$ cat src/rtl/qar_gpio_arbiter_if.sv
// qar_gpio_arbiter_if: requester handshake and qar_gpio register-port bundle
interface qar_gpio_arbiter_if #(
  parameter int NREQ = 2
);
  logic [NREQ-1:0]    req_valid;
  logic [NREQ-1:0]    req_write;
  logic [NREQ-1:0]    req_lock;
  logic [5*NREQ-1:0]  req_addr;
  logic [32*NREQ-1:0] req_wdata;
  logic [NREQ-1:0]    req_ready;
  logic [NREQ-1:0]    rsp_valid;
  logic [31:0]        rsp_rdata;
  logic               lock_timeout;
  logic               gpio_write_en;
  logic               gpio_read_en;
  logic [4:0]         gpio_addr_word;
  logic [31:0]        gpio_wdata;
  logic [31:0]        gpio_rdata;
  modport slave (
    input  req_valid, req_write, req_lock, req_addr, req_wdata, gpio_rdata,
    output req_ready, rsp_valid, rsp_rdata, lock_timeout,
           gpio_write_en, gpio_read_en, gpio_addr_word, gpio_wdata
  );
  modport master (
    output req_valid, req_write, req_lock, req_addr, req_wdata, gpio_rdata,
    input  req_ready, rsp_valid, rsp_rdata, lock_timeout,
           gpio_write_en, gpio_read_en, gpio_addr_word, gpio_wdata
  );
endinterface

$ cat src/rtl/qar_gpio_arbiter.sv
// qar_gpio_arbiter: round-robin arbiter with bus lock sharing one qar_gpio register port
module qar_gpio_arbiter #(
  parameter int NREQ     = 2,
  parameter int LOCK_MAX = 16
) (
  input logic               clk,
  input logic               rst,
  qar_gpio_arbiter_if.slave bus
);
  localparam int PW = $clog2(NREQ);
  logic [PW-1:0]   ptr_q, ptr_d, owner_q, owner_d, win, win_rr, nxt, idx;
  logic            lock_q, lock_d, iss_w_q, iss_w_d, timeout, accept;
  logic [7:0]      cnt_q, cnt_d;
  logic [4:0]      iss_a_q, iss_a_d;
  logic [31:0]     iss_d_q, iss_d_d, rsp_data_q, rsp_data_d;
  logic [NREQ-1:0] iss_oh_q, iss_oh_d, rsp_oh_q, rsp_oh_d;
  always_comb begin
    idx = '0;
    win_rr = ptr_q;
    for (int k = NREQ - 1; k >= 0; k--) begin
      idx = PW'((int'(ptr_q) + k) % NREQ);
      win_rr = bus.req_valid[idx] ? idx : win_rr;
    end
    // the timeout wins even if the owner shows up in the same cycle
    timeout = lock_q && cnt_q == 8'(LOCK_MAX - 1);
    win = lock_q ? owner_q : win_rr;
    accept = !rst && (lock_q ? bus.req_valid[owner_q] && !timeout : |bus.req_valid);
    nxt = win == PW'(NREQ - 1) ? '0 : win + 1'b1;
    ptr_d = (accept && !bus.req_lock[win]) || timeout ? nxt : ptr_q;
    lock_d = accept ? bus.req_lock[win] : lock_q && !timeout;
    owner_d = accept ? win : owner_q;
    cnt_d = accept || timeout || !lock_q ? '0 : cnt_q + {7'd0, !bus.req_valid[owner_q]};
    iss_w_d = accept && bus.req_write[win];
    iss_a_d = accept ? bus.req_addr[5*win +: 5] : '0;
    iss_d_d = iss_w_d ? bus.req_wdata[32*win +: 32] : '0;
    iss_oh_d = accept ? NREQ'(1) << win : '0;
    rsp_oh_d = iss_oh_q;
    rsp_data_d = |iss_oh_q && !iss_w_q ? bus.gpio_rdata : '0;
  end
  always_ff @(posedge clk) begin
    if (rst) begin
      ptr_q      <= '0;
      owner_q    <= '0;
      lock_q     <= 1'b0;
      cnt_q      <= '0;
      iss_w_q    <= 1'b0;
      iss_a_q    <= '0;
      iss_d_q    <= '0;
      iss_oh_q   <= '0;
      rsp_oh_q   <= '0;
      rsp_data_q <= '0;
    end else begin
      ptr_q      <= ptr_d;
      owner_q    <= owner_d;
      lock_q     <= lock_d;
      cnt_q      <= cnt_d;
      iss_w_q    <= iss_w_d;
      iss_a_q    <= iss_a_d;
      iss_d_q    <= iss_d_d;
      iss_oh_q   <= iss_oh_d;
      rsp_oh_q   <= rsp_oh_d;
      rsp_data_q <= rsp_data_d;
    end
  end
  assign bus.req_ready      = accept ? NREQ'(1) << win : '0;
  assign bus.lock_timeout   = timeout && !rst;
  assign bus.gpio_write_en  = iss_w_q;
  assign bus.gpio_read_en   = |iss_oh_q && !iss_w_q;
  assign bus.gpio_addr_word = iss_a_q;
  assign bus.gpio_wdata     = iss_d_q;
  assign bus.rsp_valid      = rsp_oh_q;
  assign bus.rsp_rdata      = rsp_data_q;
endmodule

$ cat src/flat_wrapper.sv
// flat-port wrapper written by rule: the top's interface ports become plain ports
module qar_gpio_arbiter_flat 
#(
  parameter int NREQ     = 2,
  parameter int LOCK_MAX = 16
)
  (clk, rst, bus_req_valid, bus_req_write, bus_req_lock, bus_req_addr, bus_req_wdata, bus_gpio_rdata, bus_req_ready, bus_rsp_valid, bus_rsp_rdata, bus_lock_timeout, bus_gpio_write_en, bus_gpio_read_en, bus_gpio_addr_word, bus_gpio_wdata);
  qar_gpio_arbiter_if #(.NREQ(NREQ)) bus_i ();
  input logic clk;
  input logic rst;
  input wire logic [$bits(bus_i.req_valid)-1:0] bus_req_valid;
  input wire logic [$bits(bus_i.req_write)-1:0] bus_req_write;
  input wire logic [$bits(bus_i.req_lock)-1:0] bus_req_lock;
  input wire logic [$bits(bus_i.req_addr)-1:0] bus_req_addr;
  input wire logic [$bits(bus_i.req_wdata)-1:0] bus_req_wdata;
  input wire logic [$bits(bus_i.gpio_rdata)-1:0] bus_gpio_rdata;
  output wire logic [$bits(bus_i.req_ready)-1:0] bus_req_ready;
  output wire logic [$bits(bus_i.rsp_valid)-1:0] bus_rsp_valid;
  output wire logic [$bits(bus_i.rsp_rdata)-1:0] bus_rsp_rdata;
  output wire logic [$bits(bus_i.lock_timeout)-1:0] bus_lock_timeout;
  output wire logic [$bits(bus_i.gpio_write_en)-1:0] bus_gpio_write_en;
  output wire logic [$bits(bus_i.gpio_read_en)-1:0] bus_gpio_read_en;
  output wire logic [$bits(bus_i.gpio_addr_word)-1:0] bus_gpio_addr_word;
  output wire logic [$bits(bus_i.gpio_wdata)-1:0] bus_gpio_wdata;
  assign bus_i.req_valid = bus_req_valid;
  assign bus_i.req_write = bus_req_write;
  assign bus_i.req_lock = bus_req_lock;
  assign bus_i.req_addr = bus_req_addr;
  assign bus_i.req_wdata = bus_req_wdata;
  assign bus_i.gpio_rdata = bus_gpio_rdata;
  assign bus_req_ready = bus_i.req_ready;
  assign bus_rsp_valid = bus_i.rsp_valid;
  assign bus_rsp_rdata = bus_i.rsp_rdata;
  assign bus_lock_timeout = bus_i.lock_timeout;
  assign bus_gpio_write_en = bus_i.gpio_write_en;
  assign bus_gpio_read_en = bus_i.gpio_read_en;
  assign bus_gpio_addr_word = bus_i.gpio_addr_word;
  assign bus_gpio_wdata = bus_i.gpio_wdata;
  qar_gpio_arbiter #(.NREQ(NREQ), .LOCK_MAX(LOCK_MAX)) u_core (.clk(clk), .rst(rst), .bus(bus_i));
endmodule
$ cat config.mk
export PLATFORM = sky130hd
export DESIGN_NAME = qar_gpio_arbiter_flat
export DESIGN_NICKNAME = d
export VERILOG_FILES = /design/src/rtl/qar_gpio_arbiter_if.sv /design/src/rtl/qar_gpio_arbiter.sv /design/src/flat_wrapper.sv
export SDC_FILE = /design/constraint.sdc
export NUM_CORES = 1
export LEC_CHECK = 0
export ABC_AREA = 1
export ABC_CLOCK_PERIOD_IN_PS = 1900
export CELL_PAD_IN_SITES_DETAIL_PLACEMENT = 1
export CELL_PAD_IN_SITES_GLOBAL_PLACEMENT = 1
export CORE_MARGIN = 2
export CORE_UTILIZATION = 25
export DETAILED_ROUTE_END_ITERATION = 8
export GPL_ROUTABILITY_DRIVEN = 0
export PLACE_DENSITY = 0.77
export SLEW_MARGIN = 20
export SYNTH_ARGS = -nofsm -noshare
export SYNTH_HDL_FRONTEND = slang
export SYNTH_SLANG_ARGS = --single-unit
export TNS_END_PERCENT = 5
$ cat constraint.sdc
create_clock -name clk -period 1.9 [get_ports clk]
set_input_delay 0.57 -clock clk [delete_from_list [all_inputs] [get_ports clk]]
set_output_delay 0.57 -clock clk [all_outputs]
set_load 0.02 [all_outputs]
==> summary.txt <==
STA
  – Clock Skew: 0.00974 ns
  – Fin crit period: 2.08 ns
  – Final hold vios: 0
  – Final WS setup: -0.185 ns
  – Worst slew margin: 74.7%
  – RSZ-0062 raised after global routing: true
  – Fmax: 0.480 GHz
  – Pins over their slew limit: 0
  – Final period util: 110%
  – Slew @ Worst Pin: 0.379 ns
  – Fin Setup TNS: -0.410 ns
  – Final setup viols: 3

Setup path
  – Critical path, cell by cell: clkdlybuf4s15_2 -> inv_1 -> nand2_1 -> nand2_2 -> nor2_4 -> nand2_4 -> nor2_4 -> buf_6
  – Max incr delay on CP: 0.21 ns
  – CP top delay family: simple AND/OR/NAND/NOR gates
  – Worst EP required: 1.33 ns
  – Top cell by count, worst path: nor2_4
  – Startpoint Class: input pin
  – Critical path type: input pin to output port
  – Crit path DAT: 1.51 ns
  – Crit Path Max Fanout: 3
  – CP Buf/Inv Count: 3
  – Crit-path slowest cell: clkdlybuf4s15_2
  – Crit end category: output port
  – Critical Path Stages: 8
  – Worst Reg-to-Reg Cells: 10

Global routing
  – First-pass GRT wire length: 15.2 mm
  – Initial antenna violation count: 0
  – Congestion Overflow GR: 0
  – Vias in the first global route: 3312
  – Largest net degree at the start of global routing: 36
  – GRT Total Usage: 15.1%

Route
  – Highest Signal Layer: met4
  – Via density: 4.21
  – Drt first pass iters: 4
  – Initial DRC Count: 65
  – Routed met1 length: 3.60 mm
  – Routed wl met3: 919 µm
  – Wire length on met2: 5.24 mm
  – DR WL/cell: 13.6 µm
  – Final ANT Viol Nets: 0
  – Routed WL: 10.0 mm
  – Post-route DRC: 0
  – Via count: 3110

Cells and area
  – Area growth, synth to finish: 89.1%
  – Commonest non-fill, non-tap cells in the layout: clkdlybuf4s50_1 (181), nand2_1 (99), dfxtp_1 (84), nor2_1 (47), inv_1 (46)
  – Fillcell total: 1417
  – Layout cells sized above 1: 18.8%
  – NumNets Final: 703
  – Commonest non-fill, non-tap cell in the layout: clkdlybuf4s50_1
  – Final Non-Filler Cells: 739
  – Antenna cells: 0

Synth
  – Synthesized area per cell: 8.43 µm²
  – #FFs+latches synth: 85
  – Post-synth cell types: 25
  – Yosys warnings: 0
  – Post-Syn Instances: 361
  – Xor and xnor area share after synthesis: 1.73%
  – Post-synthesis adder-cell area fraction: 0.823%
  – Synth Area in Compound Gates: 9.83%
  – Yosys top cell by area: dfxtp_1
  – Synth top area cells: dfxtp_1 (56%), nand2_1 (12%), a21oi_2 (8.4%)
  – Main combinational cell family by area after synthesis: simple AND/OR/NAND/NOR gates
  – Post-Synth Simple-Gate Area: 22.5%
  – Cell Area, Synth: 0.00304 mm²
  – Multiplexer area fraction after synthesis: 0%
  – Post-Syn Nets: 477
  – Synth top area share: 55.9%
  – Sequential area share after synthesis: 55.9%

Clock tree
  – Reg clk slew, reported paths: 0.06 ns
  – CTS buffer count: 9
  – Clock Tree Buf Depth: 2
  – H-tree depth: 3
  – Clock root buffer: clkbuf_16
  – CTS tree: done
  – Clock sinks: 85
  – Skew-Pair Late Insertion Delay: 0.34 ns

Floorplan
  – Core area: 0.0120 mm²
  – Rows: 40
  – Initial Util: 25.4%
  – Die Height: 114 µm
  – Die width: 114 µm
  – Die area: 0.0131 mm²
  – Ports: 190

Pwr
  – Seq pwr share: 35.1%
  – Switch Pwr: 1.74 mW
  – Clock Power Share: 33.9%
  – P_int: 4.12 mW
  – Leakage: 2.48 nW
  – Switching share of power: 29.6%
  – Gate power share: 31.0%
  – Total Power: 5.86 mW
  – VDD IR-drop max: 0.502 mV
  – Power Density: 1020 mW/mm²

Job
  – Max Cap Viol: 0

Min path
  – Hold path depth: 2
  – Min-delay worst type: flop to flop

Run status
  – Status: finished, violations left
  – Failing checks: negative setup slack

Placement
  – Placed Cells: 720
  – Port Buffers: 189
  – Post-DP HPWL: 7.97 mm
[sequential cells by signal (all words and copies together) (netlist names)]
| signal | count |
|---|---|
| u_core.owner_q | 1 |
| u_core.bus.gpio_write_en | 1 |
| u_core.bus.rsp_rdata | 32 |
| u_core.iss_oh_q | 2 |
| u_core.cnt_q | 8 |
| u_core.lock_q | 1 |
| u_core.ptr_q | 1 |
| u_core.bus.rsp_valid | 2 |
| u_core.bus.gpio_addr_word | 5 |
| u_core.bus.gpio_wdata | 32 |
[path summary, 6_finish.rpt]
check,start,to,slack [ns]
worst max-delay path,bus_req_valid[0],bus_req_ready[1],-0.18
worst min-delay path,u_core.iss_oh_q[0],u_core.bus.rsp_valid[0],0.43
worst max register to register,u_core.lock_q,u_core.bus.gpio_wdata[3],0.13
worst min register to register,u_core.iss_oh_q[0],u_core.bus.rsp_valid[0],0.43
[synthesized netlist by cell type]
cell       count
nand2_1      101
dfxtp_1       85
nor2_1        49
inv_1         48
a21oi_2       29
a21oi_1        6
buf_2          6
nand3_1        5
inv_2          4
buf_6          3
clkbuf_1       3
xnor2_1        3
xor2_1         3
ha_1           2
nand2_2        2
nand4_1        2
nor2_2         2
buf_4          1
nand2_4        1
nand3_2        1
nand4_2        1
nor2_4         1
nor3_1         1
nor3_2         1
o2111ai_2      1
[tightest hold or removal path: stages (launching register included)]
cell and delay (ns):
dfxtp_1 0.29, inv_1 0.06, nor2_1 0.04
[power by group through the flow]
stage | clock network [mW] | logic, mW | registers, mW
global route | 2.12 | 1.98 | 2.07
CTS | 2.04 | 1.84 | 2.06
finish | 1.98 | 1.82 | 2.06
detailed placement | 0 | 1.81 | 2.10
floorplan | 0 | 0.650 | 2.33
global placement | 0 | 1.77 | 2.09
[timing repair]
action | in CTS | in global routing
pin swaps | 2 | 3
endpoints found under the setup margin | 43 | 38
endpoints found under the hold margin | 0 | 0
hold buffers | 0 | 0
buffers inserted | 2 | 1
gates resized for setup | 35 | 7
cloned | 0 | 0
[routing by layer]
| layer | vias to the layer above | track usage (%) |
|---|---|---|
| met1 | 1409 | 13.7 |
| met3 | 23 | 5.45 |
| met4 | 0 | 8.21 |
| met2 | 141 | 28.8 |
| met5 | - | 0 |
| li1 | 1537 | - |
[area by class of cell]
| cell class | count | area (µm²) | share of cell area (%) |
|---|---|---|---|
| multi-input cells | 211 | 1110 | 19.2 |
| flip-flops and latches | 85 | 1700 | 29.6 |
| clock inverters | 6 | 109 | 1.89 |
| repair buffers | 228 | 2230 | 38.7 |
| inverters | 52 | 195 | 3.39 |
| well taps | 147 | 184 | 3.20 |
| clock buffers | 10 | 229 | 3.98 |
[stage by stage]
| step | worst slack, ns | util (%) | hold slack [ns] | instance area [µm²] |
|---|---|---|---|---|
| 2_1_floorplan | 0.0100 | - | 0.410 | 3040 |
| 3_3_place_gp | -0.974 | 44.7 | 0.424 | 5340 |
| 3_5_place_dp | -1.03 | 44.7 | 0.425 | 5340 |
| 4_1_cts | -0.180 | 47.8 | 0.433 | 5710 |
| 5_1_grt | -0.252 | 48.1 | 0.459 | 5750 |
| 6_report | -0.185 | 48.1 | 0.429 | 5750 |
[cells by family (layout without fill, tap and decap cells)]
logic type,count (synthesis),count (layout)
AOI/OAI and AO/OA,36,36
xor gates and xnor gates,6,6
adders and majority gates,2,2
buffers and inverters,65,296
DFF,85,85
and+or+nand+nor,167,167
Note: power is estimated with default switching activity, not from simulation.
